$ cat src/rtl/rename_defs.vh
// Shared rename-stage constants, textually included into rename_map_pkg.
// FREE_BASE is the first physical register owned by the freelist (its STNUM).
localparam int DEF_AWIDTH = 5;
localparam int DEF_PWIDTH = 6;
localparam int ZERO_REG   = 0;
localparam int FREE_BASE  = 2**DEF_AWIDTH;

$ cat src/rtl/rename_map_pkg.sv
// Package for the rename slice: default widths and register-index constants.
// Optional busy table is enabled with RENAME_BUSY_TABLE_EN (see rename_map.sv).
package rename_map_pkg;
`include "rename_defs.vh"
endpackage

$ cat src/rtl/map_table.sv
// Architectural-to-physical map: identity reset, two async reads, one write,
// and a bulk load that overwrites every entry (used for flush recovery).
module map_table
    import rename_map_pkg::*;
#(
    parameter int AWIDTH = DEF_AWIDTH,
    parameter int PWIDTH = DEF_PWIDTH,
    localparam int NREGS = 2**AWIDTH
) (
    input  logic                    i_clk,
    input  logic                    i_rst,
    input  logic                    i_we,
    input  logic [AWIDTH-1:0]       i_waddr,
    input  logic [PWIDTH-1:0]       i_wdata,
    input  logic                    i_load,
    input  logic [NREGS*PWIDTH-1:0] i_load_data,
    input  logic [AWIDTH-1:0]       i_raddr1,
    input  logic [AWIDTH-1:0]       i_raddr2,
    output logic [PWIDTH-1:0]       o_rdata1,
    output logic [PWIDTH-1:0]       o_rdata2,
    output logic [NREGS*PWIDTH-1:0] o_contents
);

    localparam logic [AWIDTH-1:0] X0 = AWIDTH'(ZERO_REG);

    logic [PWIDTH-1:0] map [NREGS];

    // Load wins over the single write; x0 is never written so it stays 0.
    always_ff @(posedge i_clk or posedge i_rst) begin
        if (i_rst) begin
            for (int i = 0; i < NREGS; i++) begin
                map[i] <= PWIDTH'(i);
            end
        end else if (i_load) begin
            for (int i = 0; i < NREGS; i++) begin
                map[i] <= i_load_data[i*PWIDTH +: PWIDTH];
            end
        end else if (i_we && (i_waddr != X0)) begin
            map[i_waddr] <= i_wdata;
        end
    end

    assign o_rdata1 = (i_raddr1 == X0) ? '0 : map[i_raddr1];
    assign o_rdata2 = (i_raddr2 == X0) ? '0 : map[i_raddr2];

    for (genvar g = 0; g < NREGS; g++) begin : g_flat
        assign o_contents[g*PWIDTH +: PWIDTH] = map[g];
    end

endmodule

$ cat src/rtl/rename_map.sv
// Register alias table: one rename per cycle, speculative + committed maps.
// Define RENAME_BUSY_TABLE_EN to add the physical-register busy table and ready outputs.
module rename_map
    import rename_map_pkg::*;
#(
    parameter int AWIDTH = DEF_AWIDTH,
    parameter int PWIDTH = DEF_PWIDTH
) (
    input  logic              i_clk,
    input  logic              i_rst,
    input  logic              i_valid,
    output logic              o_ready,
    input  logic [AWIDTH-1:0] i_rs1,
    input  logic [AWIDTH-1:0] i_rs2,
    input  logic [AWIDTH-1:0] i_rd,
    input  logic              i_rd_we,
    input  logic              i_stall,
    input  logic [PWIDTH-1:0] i_fl_data,
    input  logic              i_fl_empty,
    output logic              o_fl_re,
    output logic              o_valid,
    output logic [PWIDTH-1:0] o_prs1,
    output logic [PWIDTH-1:0] o_prs2,
    output logic [PWIDTH-1:0] o_prd,
    output logic [PWIDTH-1:0] o_prd_old,
    input  logic              i_cmt_valid,
    input  logic [AWIDTH-1:0] i_cmt_rd,
    input  logic [PWIDTH-1:0] i_cmt_prd,
    input  logic [PWIDTH-1:0] i_cmt_prd_old,
    output logic              o_free_we,
    output logic [PWIDTH-1:0] o_free_data,
    input  logic              i_flush
`ifdef RENAME_BUSY_TABLE_EN
    ,
    input  logic              i_wb_valid,
    input  logic [PWIDTH-1:0] i_wb_prd,
    output logic              o_prs1_rdy,
    output logic              o_prs2_rdy
`endif
);

    localparam int NREGS = 2**AWIDTH;
    localparam logic [AWIDTH-1:0] X0 = AWIDTH'(ZERO_REG);

    logic                    alloc;
    logic                    fire;
    logic                    cmt_we;
    logic [PWIDTH-1:0]       spec_rs1;
    logic [PWIDTH-1:0]       spec_rs2;
    logic [PWIDTH-1:0]       spec_rd_old;
    logic [NREGS*PWIDTH-1:0] spec_contents;
    logic [NREGS*PWIDTH-1:0] cmt_contents;
    logic [NREGS*PWIDTH-1:0] flush_image;
    logic [PWIDTH-1:0]       cmt_rd1_unused;
    logic [PWIDTH-1:0]       cmt_rd2_unused;

    assign alloc       = i_rd_we && (i_rd != X0);
    assign o_ready     = !i_flush && !i_stall && !(alloc && i_fl_empty);
    assign fire        = i_valid && o_ready && !i_rst;
    assign o_fl_re     = fire && alloc;
    assign cmt_we      = i_cmt_valid && (i_cmt_rd != X0);
    assign o_free_we   = i_cmt_valid && (i_cmt_prd_old != '0) && !i_rst;
    assign o_free_data = i_cmt_prd_old;
    assign spec_rd_old = spec_contents[int'(i_rd)*PWIDTH +: PWIDTH];

    // Flush restores from the committed map with this cycle's commit written through.
    always_comb begin
        flush_image = cmt_contents;
        if (cmt_we) begin
            flush_image[int'(i_cmt_rd)*PWIDTH +: PWIDTH] = i_cmt_prd;
        end
    end

    map_table #(.AWIDTH(AWIDTH), .PWIDTH(PWIDTH)) u_spec (
        .i_clk       (i_clk),
        .i_rst       (i_rst),
        .i_we        (fire && alloc),
        .i_waddr     (i_rd),
        .i_wdata     (i_fl_data),
        .i_load      (i_flush),
        .i_load_data (flush_image),
        .i_raddr1    (i_rs1),
        .i_raddr2    (i_rs2),
        .o_rdata1    (spec_rs1),
        .o_rdata2    (spec_rs2),
        .o_contents  (spec_contents)
    );

    map_table #(.AWIDTH(AWIDTH), .PWIDTH(PWIDTH)) u_cmt (
        .i_clk       (i_clk),
        .i_rst       (i_rst),
        .i_we        (cmt_we),
        .i_waddr     (i_cmt_rd),
        .i_wdata     (i_cmt_prd),
        .i_load      (1'b0),
        .i_load_data ('0),
        .i_raddr1    (X0),
        .i_raddr2    (X0),
        .o_rdata1    (cmt_rd1_unused),
        .o_rdata2    (cmt_rd2_unused),
        .o_contents  (cmt_contents)
    );

    // Renamed instruction register; data fields are only meaningful when o_valid is set.
    always_ff @(posedge i_clk or posedge i_rst) begin
        if (i_rst) begin
            o_valid   <= 1'b0;
            o_prs1    <= '0;
            o_prs2    <= '0;
            o_prd     <= '0;
            o_prd_old <= '0;
        end else begin
            o_valid   <= fire;
            o_prs1    <= spec_rs1;
            o_prs2    <= spec_rs2;
            o_prd     <= alloc ? i_fl_data : '0;
            o_prd_old <= alloc ? spec_rd_old : '0;
        end
    end

`ifdef RENAME_BUSY_TABLE_EN
    logic [2**PWIDTH-1:0] busy;

    // A same-cycle allocation of the preg being written back leaves it busy.
    always_ff @(posedge i_clk or posedge i_rst) begin
        if (i_rst) begin
            busy <= '0;
        end else if (i_flush) begin
            busy <= '0;
        end else begin
            if (i_wb_valid) begin
                busy[i_wb_prd] <= 1'b0;
            end
            if (fire && alloc) begin
                busy[i_fl_data] <= 1'b1;
            end
        end
    end

    always_ff @(posedge i_clk or posedge i_rst) begin
        if (i_rst) begin
            o_prs1_rdy <= 1'b1;
            o_prs2_rdy <= 1'b1;
        end else begin
            o_prs1_rdy <= (spec_rs1 == '0) || !busy[spec_rs1] || (i_wb_valid && (i_wb_prd == spec_rs1));
            o_prs2_rdy <= (spec_rs2 == '0) || !busy[spec_rs2] || (i_wb_valid && (i_wb_prd == spec_rs2));
        end
    end
`endif

endmodule

$ cat config.mk
export PLATFORM = sky130hd
export DESIGN_NAME = rename_map
export DESIGN_NICKNAME = d
export VERILOG_FILES = /design/src/rtl/rename_map_pkg.sv /design/src/rtl/map_table.sv /design/src/rtl/rename_map.sv
export VERILOG_INCLUDE_DIRS = /design/src /design/src/rtl
export SDC_FILE = /design/constraint.sdc
export NUM_CORES = 1
export LEC_CHECK = 0
export BUFFER_PORTS_ARGS = -buffer_cell sky130_fd_sc_hd__buf_2
export CAP_MARGIN = 5
export CORE_MARGIN = 3
export CORE_UTILIZATION = 50
export CTS_BUF_LIST = sky130_fd_sc_hd__clkbuf_16
export CTS_CLUSTER_DIAMETER = 150
export DETAILED_ROUTE_END_ITERATION = 8
export PLACE_DENSITY = 0.66
export SKIP_LAST_GASP = 1
export SLEW_MARGIN = 20
export SYNTH_ARGS = -nofsm -noshare
export SYNTH_HDL_FRONTEND = slang
export SYNTH_HIERARCHICAL = 1
export SYNTH_SLANG_ARGS = --single-unit
$ cat constraint.sdc
create_clock -name i_clk -period 6.1 [get_ports i_clk]
set_input_delay 0.305 -clock i_clk [delete_from_list [all_inputs] [get_ports i_clk]]
set_output_delay 0.305 -clock i_clk [all_outputs]
set_load 0.1 [all_outputs]
* Yosys cells after proc, flatten, opt, wreduce, memory -nomap -nowiden
Cells that the tools add are included.
** Word-level totals
- Flip-flop bits (word level) :: 409
- Latch bits :: 0
- Memory bits (writable) :: 0
- Memory bits (read-only) :: 0
- Input bits :: 46
- Output and inout bits :: 34
- Logic and storage cells :: 129
- Memories kept :: 0
** Cells by class
- Add/subtract/negate cells :: 1
- Multiply operators :: 2
- Divide/modulo/power cells :: 0
- $lt $le $gt $ge :: 6
- Equality and inequality tests :: 0
- Shift-type cells :: 3
- Multiplexer cells :: 20
- Bitwise logic cells :: 4
- Reduce and logical (&&, ||, !) cells :: 24
** Operators by type and width (number)
- bitwise mux 192 bit :: 3
- two-way mux 192 bit :: 3
- variable shift 6 x 33 -> 192 bit, first input constant :: 1
- indexed part select 192 x 9 -> 6 bit :: 1
- indexed part select 6 x 33 -> 192 bit :: 1
- binary-select mux 6 bit (select 5 bit) :: 2
- demux 6 bit (select 5 bit) :: 2
- two-way mux 6 bit :: 10
- negation 8 -> 33 bit :: 1
- greater-or-equal comparator 6 bit, second input constant :: 4
- inverter 5 -> 6 bit :: 4
- logical AND 1 bit :: 14
- multiplier 5 x 2 -> 7 bit, second input constant :: 2
- < comparator 6 x 1 -> 1 bit, second input constant :: 2
- zero test 5 bit :: 2
- nonzero test 5 bit :: 2
- nonzero test 6 bit :: 1
- zero test 1 bit :: 4
- nonzero test 2 bit :: 1

* Longest topological paths before layout
Gate-level depths: netlist of run 1.
- Depth after elaboration :: 11
- Depth in mapped cells :: 19
- Gate-level depth less buffers :: 14

* Hierarchy
The synthesis of run 1 kept the hierarchy.
** Modules (own cells, without submodules)
- map_table at u_spec :: times used 1, cells each 1146, area each 12532.0 um2, seq. area each 4904.7 um2
- map_table at u_cmt :: times used 1, cells each 1148, area each 12276.8 um2, seq. area each 4904.7 um2
- rename_map :: times used 1, cells each 825, area each 6946.7 um2, seq. area each 625.6 um2

* Worst setup path before layout of run 1
OpenSTA, ideal clock, no wires.
- Path kind :: input port to flip-flop
- Start point :: input port i_rd[0]
- End point :: register u_spec.map (netlist bit u_spec/o_contents[191])
- Setup time :: 0.133 ns
- Arrival time :: 5.863 ns
- Data required time :: 5.967 ns
- Path slack :: 0.103 ns
- Stages on the path :: 11
- Path buffers :: 3
- Cells stage by stage :: buf_2 -> buf_2 -> buf_2 -> o31a_1 -> a211oi_1 -> and3_1 -> and2_1 -> nand3_1 -> nor2_2 -> mux2i_1 -> o21ai_0
** Between the ends
- Cells in the longest elaborated chain, start to end :: 10
- Elaborated cells on any way between the ends :: 19
- Those cells by class :: order compare: 2; mux: 5; bitwise: 1; reduce/logical: 11
** Ends and longest elaborated chain
- start: declaration :: line rename_map.sv:15 : input logic [AWIDTH-1:0] i_rd,
- nonzero test 5 bit :: line rename_map.sv:57 : assign alloc = i_rd_we && (i_rd != X0);
- logical AND 1 bit :: line rename_map.sv:57
- logical AND 1 bit :: line rename_map.sv:58 : assign o_ready = !i_flush && !i_stall && !(alloc && i_fl_empty);
- zero test 1 bit :: line rename_map.sv:58
- logical AND 1 bit :: line rename_map.sv:58
- net o_ready :: line rename_map.sv:12 : output logic o_ready,
- logical AND 1 bit (2 in series) :: line rename_map.sv:59 : assign fire = i_valid && o_ready && !i_rst;
- net fire :: line rename_map.sv:46 : logic fire;
- logical AND 1 bit
- net o_fl_re :: line rename_map.sv:20 : output logic o_fl_re,
- logical AND 1 bit :: line map_table.sv:38 : end else if (i_we && (i_waddr != X0)) begin
- nonzero test 2 bit (no source line)
- end signal: indexed assignment :: line map_table.sv:32 : map[i] <= PWIDTH'(i);
- end signal: indexed assignment :: line map_table.sv:36 : map[i] <= i_load_data[i*PWIDTH +: PWIDTH];
- end signal: indexed assignment :: line map_table.sv:39 : map[i_waddr] <= i_wdata;
- end: declaration :: line map_table.sv:26 : logic [PWIDTH-1:0] map [NREGS];
The timed path passes the listed nets, and every way through them passes these cells. The select of a mux whose other input is x is not followed.
A chain may end at the register's enable or synchronous reset.

* Worst setup path in the final report of run 1
- Start point :: input port i_cmt_rd[2]
- End point :: register u_spec.map (netlist bit u_spec/o_contents[65])
** Between the ends
- Cells in the longest elaborated chain, start to end :: 6
- Elaborated cells on any way between the ends :: 9
- Those cells by class :: add/sub: 1; mul: 1; shift: 2; mux: 3; reduce/logical: 2
** Ends and longest elaborated chain
- start: declaration :: line rename_map.sv:27 : input logic [AWIDTH-1:0] i_cmt_rd,
- multiplier 5 x 2 -> 7 bit :: line rename_map.sv:70 : flush_image[int'(i_cmt_rd)*PWIDTH +: PWIDTH] = i_cmt_prd;
- negation 8 -> 33 bit :: line rename_map.sv:70
- indexed part select 6 x 33 -> 192 bit / variable shift 6 x 33 -> 192 bit (equally long branches) :: line rename_map.sv:70
- bitwise mux 192 bit :: line rename_map.sv:70
- two-way mux 192 bit * :: line rename_map.sv:69 : if (cmt_we) begin
- net flush_image[65] :: line rename_map.sv:53 : logic [NREGS*PWIDTH-1:0] flush_image;
- two-way mux 192 bit * :: line map_table.sv:34 : end else if (i_load) begin
Mark *: on every way through the listed nets, which the timed path passes. The rest lies on a longest branch.

==> metrics.csv, run 1 <==
stage,metric,value,unit
clock_network,worstSkewPairLatency,0.62,ns
layout,multiInputGateArea,17600,um2
worst_setup_path,critPathKind,primary input to flip-flop,
layout,layout_common_cells,"486 x nand2_1, 435 x mux2i_1, 408 x o21ai_0, 249 x dfrtp_1, 212 x mux2_2",
grt,grt_pass1_wl,166,mm
timing,timing.hold.ws,0.0364,ns
floorplanning,row_count,86,
floorplanning,start_util,51.1,%
layout,seqCellArea,10400,um2
grt,grt_max_degree,379,
floorplanning,core,55700,um2
placed_design,gp_congestion,1.02,
layout,final_area,31400,um2
timing,fin_tns_setup,0,ns
clock_network,cts.sinks,409,
timing,finalSetupViolCount,0,
drt,firstDrtPassIters,6,
clock_network,cts_setup_buffers,0,
drt,wl_met1,46.4,mm
placed_design,placed_area,29800,um2
floorplanning,die_area,59800,um2
pwr,vdd_ir_drop_max,0.242,mV
layout,drive_above_1_share,23.5,%
synthesis,syn_inst,2843,
drt,drc,0,
grt,antenna_found_initial,4,
grt,grtUsageTotal,37.8,%
drt,top_layer,met5,
placed_design,place_hpwl,81.6,mm
grt,overflow,0,
worst_setup_path,crit_fanout,24,
clock_network,postCtsHoldBufs,3,
timing,min_period,4.64,ns
clock_network,cts.repair.resized,0,
clock_network,root_buffer,clkbuf_16,
synthesis,postSynthAreaPerCell,10.0,um2
layout,layout.nets,3035,
timing,drv_slew,0,
timing,clock_skew,0.0231,ns
drt,met2_length,47.2,mm
pwr,p_leak,0.0136,uW
synthesis,ys.warnings.count,6,
timing,hold_viol_final,0,
status,status,"finished, final reports clean",
floorplanning,die_y,245,um
drt,dr_wl_met3,14.7,mm
layout,mostFrequentLayoutCell,nand2_1,
worst_setup_path,worstSetupStartpointType,primary input,
drt,drtIter0Drc,3982,
drt,viasPerCell,6.59,
synthesis,synth.cell_area,28500,um2
layout,post-route-util,56.3,%
drt,totalWireLength,115,mm
drt,wl_per_cell,30.5,um
placed_design,post-place-ws,1.14,ns
timing,clock.fmax,0.216,GHz
floorplanning,io_pins,80,
drt,vias,24800,
placed_design,port_buffers,79,
timing,setup_ws,1.47,ns
layout,area_growth_syn_to_layout,10.3,%
job,maxCapViolCount,0,
timing,max_slew.worst_pin.slew,1.25,ns
clock_network,clk_pin_slew,0.06,ns
clock_network,cts_buffers,48,
drt,ant_nets,0,
clock_network,cts_tree,done,
worst_setup_path,required,6.53,ns
floorplanning,die_x,245,um
worst_setup_path,arrival,5.07,ns
grt,grt_pass1_vias,23500,
layout,fill_cells,5027,
pwr,power-per-cell-area,269,nW/um2
timing,rsz0062_at_grt,false,
timing,relSlewSlack,16.8,%
clock_network,cts.path.max_buffers,3,
clock_network,htree_levels,2,
worst_setup_path,worst_setup_path_end_kind,flip-flop,
timing,fin_crit_sh,76.0,%
hold_path,hold_path.class,primary input to flip-flop,
## per-stage QoR
step | total power [uW] | instances
3_3_place_gp | 5420 | 3673
5_1_grt | 8670 | 3765
2_1_floorplan | 4700 | 3035
6_report | 8430 | 3767
3_5_place_dp | 5460 | 3673
4_1_cts | 8330 | 3765
## worst max-delay path: stages
cell and delay, ns:
buf_2 0.39, inv_1 0.20, ha_1 0.42, a211o_1 0.36
and3_4 0.19, nor2_1 0.30, nor3_1 0.09, ha_1 0.71
nand3_1 0.32, nor2_1 0.83, nand3_1 0.40, mux2_2 0.37
nand2_1 0.07, o21ai_0 0.10
## per-layer routing
metal  vias up  track usage (%)
li1      10500                -
met1     12200             53.8
met2      1822             53.6
met3       345             10.6
met4         2             16.9
met5         -                0
## final timing paths
check                                      start               endpoint  slack [ns]  cells after the start
min in group asynchronous                  i_rst  u_cmt/o_contents[149]        0.28                      3
max                                  i_cmt_rd[2]  u_spec/o_contents[65]        1.47                     14
max reg2reg                u_spec/o_contents[41]           o_prd_old[5]        4.10                      3
max in group asynchronous                  i_rst   u_cmt/o_contents[56]        4.44                      4
min                                     i_rs1[4]              o_prs1[4]        0.04                      2
min reg2reg                  u_cmt/o_contents[4]    u_cmt/o_contents[4]        0.51                      1
## report_power, final
part,switching [uW],internal [uW],leakage (uW)
registers,341,3100,0.00475
logic,1380,727,0.00808
clock network,1230,1660,0.000808
total,2950,5490,0.0136
## cell type report
type / count / share of cell area [%]
Multi-Input combinational cell: 2371 / 56.0
Sequential cell: 409 / 33.2
Clock buffer: 49 / 3.91
Tap cell: 748 / 2.98
Timing Repair Buffer: 127 / 2.55
Clock inverter: 40 / 1.00
Inverter: 21 / 0.291
Antenna cell: 2 / 0.0159
## state kept, by name (all words and copies together), names as in the netlist
name,count
u_cmt/o_contents,192
o_valid,1
o_prd_old,6
o_prs1,6
u_spec/o_contents,192
o_prs2,6
o_prd,6
No activity file was read; power rests on OpenSTA's default activity.
==> inputs of run 2 (changes only) <==
==> constraint.sdc (replaced) <==
create_clock -name i_clk -period 4.4 [get_ports i_clk]
set_input_delay 0.22 -clock i_clk [delete_from_list [all_inputs] [get_ports i_clk]]
set_output_delay 0.22 -clock i_clk [all_outputs]
set_load 0.1 [all_outputs]
==> run 2 against run 1 <==
Net effect: via count grew 0.19%; sequential cell count unchanged; cell count rose by 2.0%; cell area up 1.7%; critical path depth is 3 higher; worst hold slack better by 0.051 ns; clock skew grew 0.0038 ns; total power grew 38%; count of clock-buffer cells in the layout decreased by 1; sequential power up 39%; global-route usage rose by 1.4 points.
==> metrics.csv, run 2 (same netlist as run 1, synthesis figures left out) <==
stage,metric,value,unit,change
floorplanning,io_pins,80,,unchanged
grt,grtUsageTotal,39.2,%,+1.4 points
floorplanning,start_util,51.1,%,unchanged
drt,wl_per_cell,30.9,um,+1.3%
clock_network,worstSkewPairLatency,0.62,ns,about the same
drt,viasPerCell,6.47,,-1.8%
drt,drtIter0Drc,3832,,-3.8%
clock_network,cts.path.max_buffers,3,,unchanged
timing,clock.fmax,0.273,GHz,
worst_setup_path,required,4.84,ns,-1.69 ns
grt,grt_max_degree,379,,unchanged
worst_setup_path,worst_setup_path_end_kind,flip-flop,,
timing,min_period,3.66,ns,
floorplanning,die_area,59800,um2,unchanged
clock_network,cts_tree,done,,
timing,finalSetupViolCount,0,,unchanged
drt,drc,0,,unchanged
floorplanning,die_y,245,um,unchanged
layout,mostFrequentLayoutCell,nand2_1,,
clock_network,postCtsHoldBufs,6,,+3
worst_setup_path,crit_fanout,11,,-54%
layout,drive_above_1_share,25.1,%,+1.6 points
drt,vias,24900,,+0.19%
pwr,pwr-share-clk,33.0,%,-1.2 points
clock_network,cts.repair.resized,0,,unchanged
clock_network,cts_setup_buffers,0,,unchanged
drt,firstDrtPassIters,6,,unchanged
clock_network,root_buffer,clkbuf_16,,
timing,drv_slew,0,,unchanged
placed_design,port_buffers,79,,unchanged
pwr,internal-power,7480,uW,+36%
placed_design,gp_congestion,1.05,,+3.1%
clock_network,clk_pin_slew,0.06,ns,about the same
pwr,vdd_ir_drop_max,0.284,mV,+17%
grt,grt_pass1_vias,23500,,+0.17%
layout,seqCellArea,10400,um2,unchanged
clock_network,cts.sinks,409,,unchanged
pwr,switching_share,35.9,%,+0.93 points
grt,grt_pass1_wl,171,mm,+3.0%
pwr,switchingPower,4180,uW,+42%
timing,hold_viol_final,0,,unchanged
pwr,p_total,11700,uW,+38%
worst_setup_path,critPathKind,primary input to flip-flop,,
job,maxCapViolCount,0,,unchanged
layout,multiInputGateArea,17600,um2,about the same
worst_setup_path,arrival,4.10,ns,-0.97 ns
timing,rsz0062_at_grt,false,,
timing,fin_crit_sh,83.1,%,
grt,antenna_found_initial,2,,-2
status,status,"finished, final reports clean",,
pwr,power-per-cell-area,365,nW/um2,+36%
timing,relSlewSlack,26.4,%,+9.6 points
placed_design,place_hpwl,87.2,mm,+6.8%
grt,overflow,0,,unchanged
timing,fin_tns_setup,0,ns,unchanged
layout,fill_cells,5023,,-0.080%
hold_path,hold_path.class,primary input to flip-flop,,
layout,layout_common_cells,"486 x nand2_1, 435 x mux2i_1, 408 x o21ai_0, 249 x dfrtp_1, 212 x mux2_2",,
clock_network,cts_buffers,48,,unchanged
drt,ant_nets,0,,unchanged
floorplanning,row_count,86,,unchanged
worst_setup_path,worstSetupStartpointType,primary input,,
drt,totalWireLength,119,mm,+3.4%
floorplanning,core,55700,um2,unchanged
layout,area_growth_syn_to_layout,12.2,%,
layout,layout.nets,3110,,+2.5%
timing,clock_skew,0.0268,ns,+0.00377 ns
pwr,p_leak,0.0140,uW,+2.5%
pwr,p_comb_share,25.9,%,+0.9 points
clock_network,htree_levels,2,,unchanged
pwr,seqPwrFrac,41.1,%,+0.3 points
timing,max_slew.worst_pin.slew,1.10,ns,-0.149 ns
floorplanning,die_x,245,um,unchanged
## run 2: changes by cell type in the layout (fill, tap and decap cells not counted), sizes merged
cell / change
buf: +72
clkinv: +5
bufinv: -3
dlygate4sd3: +3
clkbuf: -1
clkinvlp: +1
inv: -1
## run 2: metrics by stage
stage | hold WS [ns] | utilization [%] | std cells | instance area (um2) | setup WS, ns
6_report | 0.0872 | 57.3 | 3843 | 31900 | 0.742
5_1_grt | 0.106 | 57.3 | 3841 | 31900 | 0.634
4_1_cts | 0.0623 | 57.3 | 3841 | 31900 | 0.889
3_5_place_dp | 0.385 | 54.5 | 3745 | 30400 | 0.263
3_3_place_gp | 0.376 | 54.5 | 3745 | 30400 | 0.401
2_1_floorplan | 0.261 | - | 3035 | 29200 | 0.345
## run 2: power by group through the flow
| stage | Clock (uW) | Sequential [uW] | Combinational, uW |
|---|---|---|---|
| floorplan | 0 | 4750 | 1770 |
| global placement | 0 | 4790 | 2860 |
| detailed placement | 0 | 4810 | 2880 |
| CTS | 3870 | 4750 | 2900 |
| global route | 4030 | 4810 | 3160 |
| finish | 3850 | 4790 | 3010 |
## run 2: cell type report
class	instances	area share, %
clock inverters	42	0.906
diodes	2	0.0157
inverters	21	0.270
multi-input cells	2371	55.0
well taps	748	2.93
flip-flops and latches	409	32.7
repair buffers	202	4.37
clock buffers	48	3.76
## run 2: path summary, 6_finish.rpt
| check | from | to | slack, ns | cells after the start |
|---|---|---|---|---|
| worst max-delay path | i_cmt_rd[1] | u_spec/o_contents[40] | 0.74 | 17 |
| worst min-delay path | i_rd_we | o_prd_old[2] | 0.09 | 3 |
| min in group asynchronous | i_rst | u_cmt/o_contents[179] | 0.35 | 3 |
| worst max register to register | u_spec/o_contents[25] | o_prd_old[1] | 2.38 | 3 |
| worst min register to register | u_cmt/o_contents[0] | u_cmt/o_contents[0] | 0.52 | 1 |
| max in group asynchronous | i_rst | u_spec/o_contents[83] | 2.82 | 4 |
## run 2: per-layer routing
metal  GRT usage, %  up-vias  routed length (um)
met4           18.3        4                6610
met1           56.6    12200               48800
met2           54.2     1751               48200
met3           11.3      271               15200
met5              0        -                  25
li1               -    10600                   -
## run 2: critical path, stage by stage
cell and delay [ns]:
buf_2 0.17, ha_1 0.24, fa_1 0.44, a211o_1 0.32
a21oi_1 0.25, nor2_1 0.09, nor3_1 0.25, ha_1 0.22
buf_4 0.21, buf_4 0.17, nand3_1 0.16, nor2_1 0.41
buf_4 0.27, nand3_1 0.15, mux2_2 0.34, nand2_1 0.06
o21ai_0 0.11
